[config.mk]
export PLATFORM = sky130hd
export DESIGN_NAME = serial_full_adder
export DESIGN_NICKNAME = d
export VERILOG_FILES = /design/src/rtl/serial_full_adder.sv
export SDC_FILE = /design/constraint.sdc
export NUM_CORES = 1
export LEC_CHECK = 0
export BUFFER_PORTS_ARGS = -buffer_cell sky130_fd_sc_hd__buf_2
export CAP_MARGIN = 20
export CORE_ASPECT_RATIO = 0.9
export CORE_MARGIN = 1
export CORE_UTILIZATION = 36
export CTS_BUF_LIST = sky130_fd_sc_hd__clkbuf_8
export CTS_CLUSTER_DIAMETER = 120
export DETAILED_ROUTE_END_ITERATION = 6
export PLACE_DENSITY = 0.61
export REMOVE_ABC_BUFFERS = 1
export SLEW_MARGIN = 20
export SYNTH_ARGS = -nofsm -noshare
export SYNTH_HDL_FRONTEND = slang
export SYNTH_SLANG_ARGS = --single-unit
[constraint.sdc]
create_clock -name clk -period 1.5 [get_ports clk]
set_input_delay 0.3 -clock clk [delete_from_list [all_inputs] [get_ports clk]]
set_output_delay 0.3 -clock clk [all_outputs]
set_load 0.005 [all_outputs]
[src/rtl/serial_full_adder.sv]
// serial_full_adder
//   Multi-cycle WIDTH-bit adder with carry-in. Each RUN cycle adds
//   BITS_PER_CYCLE bits through a rippled slice of full-adder cells. A carry
//   register links consecutive slices. Operation is controlled by a start/done
//   handshake, so latency can be traded against adder width.
//
//   Optional feature macro: SERIAL_ADD_OVF_EN
//     When defined, adds the registered signed-overflow output ovf.
//
// Ports
//   clk    rising-edge clock
//   rst_n  asynchronous active-low reset
//   start  request; accepted only while busy is low (IDLE or DONE)
//   a, b   WIDTH-bit operands, captured on an accepted start
//   cin    carry-in, captured on an accepted start
//   busy   high while a computation is running
//   done   one-cycle pulse when sum/cout are updated
//   sum    registered WIDTH-bit result
//   cout   registered carry-out
//   ovf    (SERIAL_ADD_OVF_EN only) registered two's-complement overflow
module serial_full_adder #(
   parameter int WIDTH          = 8,
   parameter int BITS_PER_CYCLE = 1
) (
   input  logic             clk,
   input  logic             rst_n,
   input  logic             start,
   input  logic [WIDTH-1:0] a,
   input  logic [WIDTH-1:0] b,
   input  logic             cin,
   output logic             busy,
   output logic             done,
   output logic [WIDTH-1:0] sum,
   output logic             cout
`ifdef SERIAL_ADD_OVF_EN
   ,
   output logic             ovf
`endif
);

   localparam int STEPS = WIDTH / BITS_PER_CYCLE;
   localparam int CNT_W = (STEPS > 1) ? $clog2(STEPS) : 1;
   localparam logic [CNT_W-1:0] LAST = CNT_W'(STEPS - 1);

   if (WIDTH < 1) begin : g_width_chk
      $error("serial_full_adder: WIDTH must be >= 1");
   end
   if ((BITS_PER_CYCLE < 1) || ((WIDTH % BITS_PER_CYCLE) != 0)) begin : g_bpc_chk
      $error("serial_full_adder: BITS_PER_CYCLE must divide WIDTH");
   end

   // Ripple chain of full-adder cells; the result's top bit is the slice carry-out.
   function automatic logic [BITS_PER_CYCLE:0] add_slice(
      input logic [BITS_PER_CYCLE-1:0] x,
      input logic [BITS_PER_CYCLE-1:0] y,
      input logic                      c
   );
      logic [BITS_PER_CYCLE:0] r;
      logic                    cy;
      cy = c;
      r  = '0;
      for (int i = 0; i < BITS_PER_CYCLE; i++) begin
         r[i] = x[i] ^ y[i] ^ cy;
         cy   = (x[i] & y[i]) | (cy & (x[i] ^ y[i]));
      end
      r[BITS_PER_CYCLE] = cy;
      return r;
   endfunction

   typedef enum logic [1:0] {IDLE, RUN, DONE} state_t;

   state_t                  state;
   logic [WIDTH-1:0]        opa;
   logic [WIDTH-1:0]        opb;
   logic                    carry;
   logic [CNT_W-1:0]        cnt;
   logic [BITS_PER_CYCLE:0] slice;
   logic [WIDTH-1:0]        next_res;
   logic                    accept;

`ifdef SERIAL_ADD_OVF_EN
   logic a_msb;
   logic b_msb;
`endif

   // busy is high exactly in RUN, so this also blocks starts while running.
   assign accept = start && !busy;
   assign slice  = add_slice(opa[BITS_PER_CYCLE-1:0], opb[BITS_PER_CYCLE-1:0], carry);

   // Partial sums enter from the MSB side. Only the slices from earlier steps
   // are stored, so the final step's next_res is the complete sum.
   if (STEPS == 1) begin : g_single
      assign next_res = slice[BITS_PER_CYCLE-1:0];
   end else begin : g_multi
      logic [WIDTH-BITS_PER_CYCLE-1:0] res;

      assign next_res = {slice[BITS_PER_CYCLE-1:0], res};

      always_ff @(posedge clk or negedge rst_n) begin
         if (!rst_n) begin
            res <= '0;
         end else if (accept) begin
            res <= '0;
         end else if (state == RUN) begin
            res <= next_res[WIDTH-1:BITS_PER_CYCLE];
         end
      end
   end

   always_ff @(posedge clk or negedge rst_n) begin
      if (!rst_n) begin
         state <= IDLE;
         busy  <= 1'b0;
         done  <= 1'b0;
         sum   <= '0;
         cout  <= 1'b0;
         opa   <= '0;
         opb   <= '0;
         carry <= 1'b0;
         cnt   <= '0;
`ifdef SERIAL_ADD_OVF_EN
         a_msb <= 1'b0;
         b_msb <= 1'b0;
         ovf   <= 1'b0;
`endif
      end else begin
         done <= 1'b0;
         if (accept) begin
            state <= RUN;
            busy  <= 1'b1;
            opa   <= a;
            opb   <= b;
            carry <= cin;
            cnt   <= '0;
`ifdef SERIAL_ADD_OVF_EN
            a_msb <= a[WIDTH-1];
            b_msb <= b[WIDTH-1];
`endif
         end else if (state == RUN) begin
            opa   <= opa >> BITS_PER_CYCLE;
            opb   <= opb >> BITS_PER_CYCLE;
            carry <= slice[BITS_PER_CYCLE];
            cnt   <= cnt + CNT_W'(1);
            if (cnt == LAST) begin
               state <= DONE;
               busy  <= 1'b0;
               done  <= 1'b1;
               sum   <= next_res;
               cout  <= slice[BITS_PER_CYCLE];
`ifdef SERIAL_ADD_OVF_EN
               ovf   <= (a_msb == b_msb) && (next_res[WIDTH-1] != a_msb);
`endif
            end
         end else if (state == DONE) begin
            state <= IDLE;
         end
      end
   end

endmodule

==> results of run 1 <==
[what timing repair did]
item | in CTS | in global routing
pin swaps | 0 | 1
hold buffers | 1 | 0
cloned | 1 | 0
endpoints found under the hold margin | 40 | 0
endpoints found under the setup margin | 1 | 5
gates resized for setup | 0 | 1
buffers inserted | 0 | 0
[stage by stage]
| step | power (mW) | std cells | area (sq um) |
|---|---|---|---|
| final | 3.72 | 265 | 2080 |
| after global routing | 4.04 | 265 | 2080 |
| after CTS | 3.79 | 265 | 2080 |
| after detailed placement | 3.00 | 256 | 1970 |
| after global placement | 2.97 | 256 | 1970 |
| after floorplan | 2.52 | 156 | 1670 |
[synthesized netlist by cell type]
library cell / instances
buf_1: 1
o21a_1: 1
a21oi_1: 9
nand2_1: 49
mux2_2: 1
or2b_1: 1
mux2_4: 8
clkbuf_1: 4
a31oi_1: 15
xnor2_1: 1
nor2b_2: 1
buf_2: 4
nand2b_1: 1
nor2b_1: 1
nand3_4: 1
dfrtp_1: 40
nor2_1: 18
fa_1: 1
buf_6: 2
a22o_1: 2
inv_1: 2
o21ai_0: 2
ha_1: 2
[layer usage]
metal | routed length, um | share of wire (%) | global-route usage (%)
met5 | 0 | 0 | 0
met4 | 57 | 1.8 | 7.08
met3 | 118 | 3.8 | 4.93
met2 | 1410 | 45 | 22.6
met1 | 1520 | 49 | 18.0
[state kept, by name, indices dropped and copies added (netlist names)]
name / flops
state: 2
busy: 1
sum: 8
opb: 8
cout: 1
done: 1
cnt: 3
carry: 1
opa: 8
g_multi.res: 7
[cell type report]
cell class	count	area share (%)
Multi-Input combinational cell	115	32.1
Timing Repair Buffer	39	11.2
Sequential cell	40	48.0
Inverter	2	0.360
Clock buffer	7	4.62
Tap cell	62	3.72
[critical path: stages, from the launching register on]
cell and delay (ps):
dfrtp_1 390, ha_1 200, ha_2 210, nand3_4 150, mux2_2 340
[worst paths after layout]
| check | from | endpoint |
|---|---|---|
| min in group asynchronous | rst_n | sum[0] |
| setup / recovery | cnt[0] | sum[4] |
| setup reg to reg | cnt[0] | sum[4] |
| hold reg to reg | sum[5] | sum[5] |
| max in group asynchronous | rst_n | opa[5] |
| hold / removal | b[7] | opb[7] |
[power breakdown]
part           switching (mW)  total (mW)  internal (mW)
clock network           0.340       0.749          0.409
logic                   0.644        1.26          0.619
registers               0.227        1.71           1.48
[kinds of logic after synthesis]
family | count (synthesis) | synth area share (%)
multiplexers | 9 | 7.61
AO/OA/AOI/OAI | 29 | 10.1
XOR/XNOR | 1 | 0.507
flip-flops | 40 | 58.0
buffers and inverters | 13 | 3.99
AND/OR/NAND/NOR | 72 | 17.2
adder cells (fa/ha/maj) | 3 | 2.61
==> flow_summary.ini, run 1 <==
[outcome]
status = finished, final reports clean

[layout]
fin_nets = 226
seqCellArea_sq_mm = 0.00100
final_core_util_pct = 46.1
layout-drive-gt1-share_pct = 28.6
final_common_cell = nand2_1
n_antenna_cell = 0
mostFrequentLayoutCells = nand2_1, dfrtp_1, buf_2, nor2_1, a31oi_1
multi_input_area_sq_um = 669
syn2layout_area_growth_pct = 20.7
fillCellCount = 445

[pwr]
ir_drop_uv = 582
p_leak_nw = 1.04
p_per_area_mw_per_mm2 = 1790

[logic_synthesis]
syn_area_sq_mm = 0.00173
ys_seq_area_share_pct = 58.0
post_synth.cell_area_avg_sq_um = 10.3
ys_types = 23
synth_warnings = 0
synth-seq-cells = 40
synth_cells = 167
yosys-top-cells-area = dfrtp_1, nand2_1, mux2_4
synth.top_cell.area_share_pct = 58.0
yosysTopAreaCell = dfrtp_1

[setup_path]
cp_data_arrival_time_ps = 1590
path_class = reg -> reg
start_kind = flop
crit_required_ps = 1670
cp_max_fo = 6
reg2reg_slack_ps = 90
reg2regPathDepth = 4
worstSetupEndpointType = flop

[timing]
fin_worst_skew_ps = 4.74
fin_crit_sh_pct = 94.1
tightest_slew_ps = 283
fmax_ghz = 0.709
fin_crit_ps = 1410
slew_violations = 0
rsz0062_at_grt = no
setup_viol = 0
setup_tns_ps = 0
fin_ws_ps = 88.8
fin_hold_ws_ps = 229
slew_headroom_pct = 81.2
hold_viol_final = 0

[cts]
numCtsBuffers = 5
worstSkewPairLatency_ps = 290
ctsHtreeMaxLevel = 2
clock_sinks = 40
cts_root_buffer = clkbuf_8
clk_path_buf_depth = 2
cts_tree = done
path_clk_slew_ps = 70

[global_route]
grt_pass1_vias = 1162
track_usage_pct = 14.5
grt_max_degree = 41
overflow = 0
antenna_found_initial = 0
grt_pass1_wl_mm = 5.25

[placement]
portBuffers = 30
dp_hpwl_mm = 2.12
post-place-ws_ps = 18.6
place_congestion = 0.701

[worst_hold_path]
whs_path_depth = 2
min_path_type = in -> reg

[floorplan]
die_area_sq_mm = 0.00508
die_h_um = 67.7
core_area_sq_mm = 0.00452
initial_core_util_pct = 38.2
num_io_pins = 31
rows = 23
die_x_um = 75

[detailed_routing]
drt_iter0_drc = 151
route.detailed.drc = 0
firstDrtPassIters = 4
routed_wl_mm = 3.11
antenna_left = 0
vias_per_cell = 4.62
via_count = 1225
wl_per_cell_um = 11.7

[job]
cap_violations = 0
Note: power is estimated with default switching activity, not from simulation.
==> inputs of run 2 (changes only) <==
--- a/config.mk
+++ b/config.mk
@@ -8,12 +8,12 @@
 export BUFFER_PORTS_ARGS = -buffer_cell sky130_fd_sc_hd__buf_2
 export CAP_MARGIN = 20
 export CORE_ASPECT_RATIO = 0.9
-export CORE_MARGIN = 1
-export CORE_UTILIZATION = 36
+export CORE_MARGIN = 4
+export CORE_UTILIZATION = 49
 export CTS_BUF_LIST = sky130_fd_sc_hd__clkbuf_8
 export CTS_CLUSTER_DIAMETER = 120
 export DETAILED_ROUTE_END_ITERATION = 6
-export PLACE_DENSITY = 0.61
+export PLACE_DENSITY = 0.77
 export REMOVE_ABC_BUFFERS = 1
 export SLEW_MARGIN = 20
 export SYNTH_ARGS = -nofsm -noshare
==> flow_summary.ini, run 2 (synthesis results as in run 1) <==
[global_route]
antenna_found_initial = 0
overflow = 0
grt_pass1_vias = 1277
grt_max_degree = 32
track_usage_pct = 15.8
grt_pass1_wl_mm = 5.66

[timing]
fin_worst_skew_ps = 4.87
fin_crit_sh_pct = 94.0
rsz0062_at_grt = no
slew_headroom_pct = 72.0
tightest_slew_ps = 421
fmax_ghz = 0.710
hold_viol_final = 0
slew_violations = 0
setup_viol = 0
fin_hold_ws_ps = 239
fin_crit_ps = 1410

[floorplan]
rows = 20
die_area_sq_mm = 0.00454
core_area_sq_mm = 0.00338
die_h_um = 64.3
die_x_um = 70.6
initial_core_util_pct = 51.1
num_io_pins = 31

[detailed_routing]
routed_wl_mm = 3.22
route.detailed.drc = 0
wl_per_cell_um = 13.2
via_count = 1280
drt_iter0_drc = 62
vias_per_cell = 5.22
firstDrtPassIters = 5
antenna_left = 0

[layout]
fin_nets = 224
top_regs = opa: 8 flops, opb: 8 flops, sum: 8 flops
final_common_cell = nand2_1
syn2layout_area_growth_pct = 16.8
layout-drive-gt1-share_pct = 27.9
mostFrequentLayoutCells = nand2_1, dfrtp_1, buf_2, nor2_1, a31oi_1
n_antenna_cell = 0

[placement]
place_congestion = 0.741
dp_hpwl_mm = 2.33
portBuffers = 30

[cts]
clk_path_buf_depth = 2
ctsHtreeMaxLevel = 2
post_cts_buffers = 0
worstSkewPairLatency_ps = 280
cts_root_buffer = clkbuf_8
path_clk_slew_ps = 70
numCtsBuffers = 5
cts_tree = done
clock_sinks = 40

[pwr]
ir_drop_uv = 733
p_total_mw = 3.60
p_leak_nw = 1.02
p_per_area_mw_per_mm2 = 1780

[setup_path]
worstSetupEndpointType = flop
cp_max_fo = 6
path_class = reg -> reg
cpLargestDelayFamily = adder cells
crit_chain = ha_1 -> ha_2 -> nand3_4 -> mux2_2
crit_required_ps = 1670
crit_buf_inv = 0
start_kind = flop
cpMaxStageDelayCell = dfrtp_1
cp_data_arrival_time_ps = 1580
cpPeakStageDelay_ps = 400

[outcome]
status = finished, final reports clean

[worst_hold_path]
min_path_type = in -> reg

[job]
cap_violations = 0
## run 2: area by class of cell
type | count | area [sq um]
clock buffer | 5 | 68.8
clock inverter | 2 | 8.76
fill | 282 | 1360
inverter | 2 | 7.51
multi-input combinational | 115 | 671
sequential | 40 | 1000
tap | 44 | 55.1
timing repair buffer | 37 | 205
## run 2: metal layers
metal	global-route usage (%)	routed length, um	vias up	share of wire [%]
met5	0	0	-	0
met3	5.82	231	6	7.2
li1	-	-	618	-
met2	26.4	1530	47	47
met1	19.2	1420	609	44
met4	4.93	44	0	1.4
## run 2: repair_timing
action                                 4_1_cts  5_1_grt
setup endpoints to repair                    1       28
hold buffers                                 1        0
gates resized for setup                      0        2
cloned                                       1        0
endpoints found under the hold margin       17        0
## run 2: final timing paths
check                            start      to  slack (ps)  cells after the start
worst min register to register  opb[7]  opb[7]         510                      1
min in group asynchronous        rst_n  sum[4]         480                      2
max in group asynchronous        rst_n  opa[1]         480                      3
worst max-delay path            cnt[0]  sum[4]          90                      4
worst max register to register  cnt[0]  sum[4]          90                      4
worst min-delay path              b[7]  opb[7]         240                      2
## run 2: per-stage QoR
step	TNS, ps	setup slack (ps)	cells	utilization, %	area (sq um)
after floorplan	-3130	-331	156	-	1670
after global placement	0	51.2	236	56.7	1920
after detailed placement	0	10.9	236	56.7	1920
after CTS	0	13.9	245	59.6	2010
after global routing	0	50.9	245	59.7	2020
final	0	90.7	245	59.7	2020
## run 2: worst register-to-register path: cells and delay by family (launching register included)
kind / cells / cell delay, ps
adders and majority gates: 2 / 420
DFF: 1 / 400
muxes: 1 / 350
and+or+nand+nor: 1 / 130
## run 2: report_power, final
| part | internal [mW] | switching (mW) | leakage (nW) | total [mW] |
|---|---|---|---|---|
| sequential | 1.48 | 0.248 | 0.525 | 1.73 |
| combinational | 0.581 | 0.651 | 0.450 | 1.23 |
| clock | 0.309 | 0.326 | 0.0452 | 0.635 |
| total | 2.37 | 1.22 | 1.02 | 3.60 |
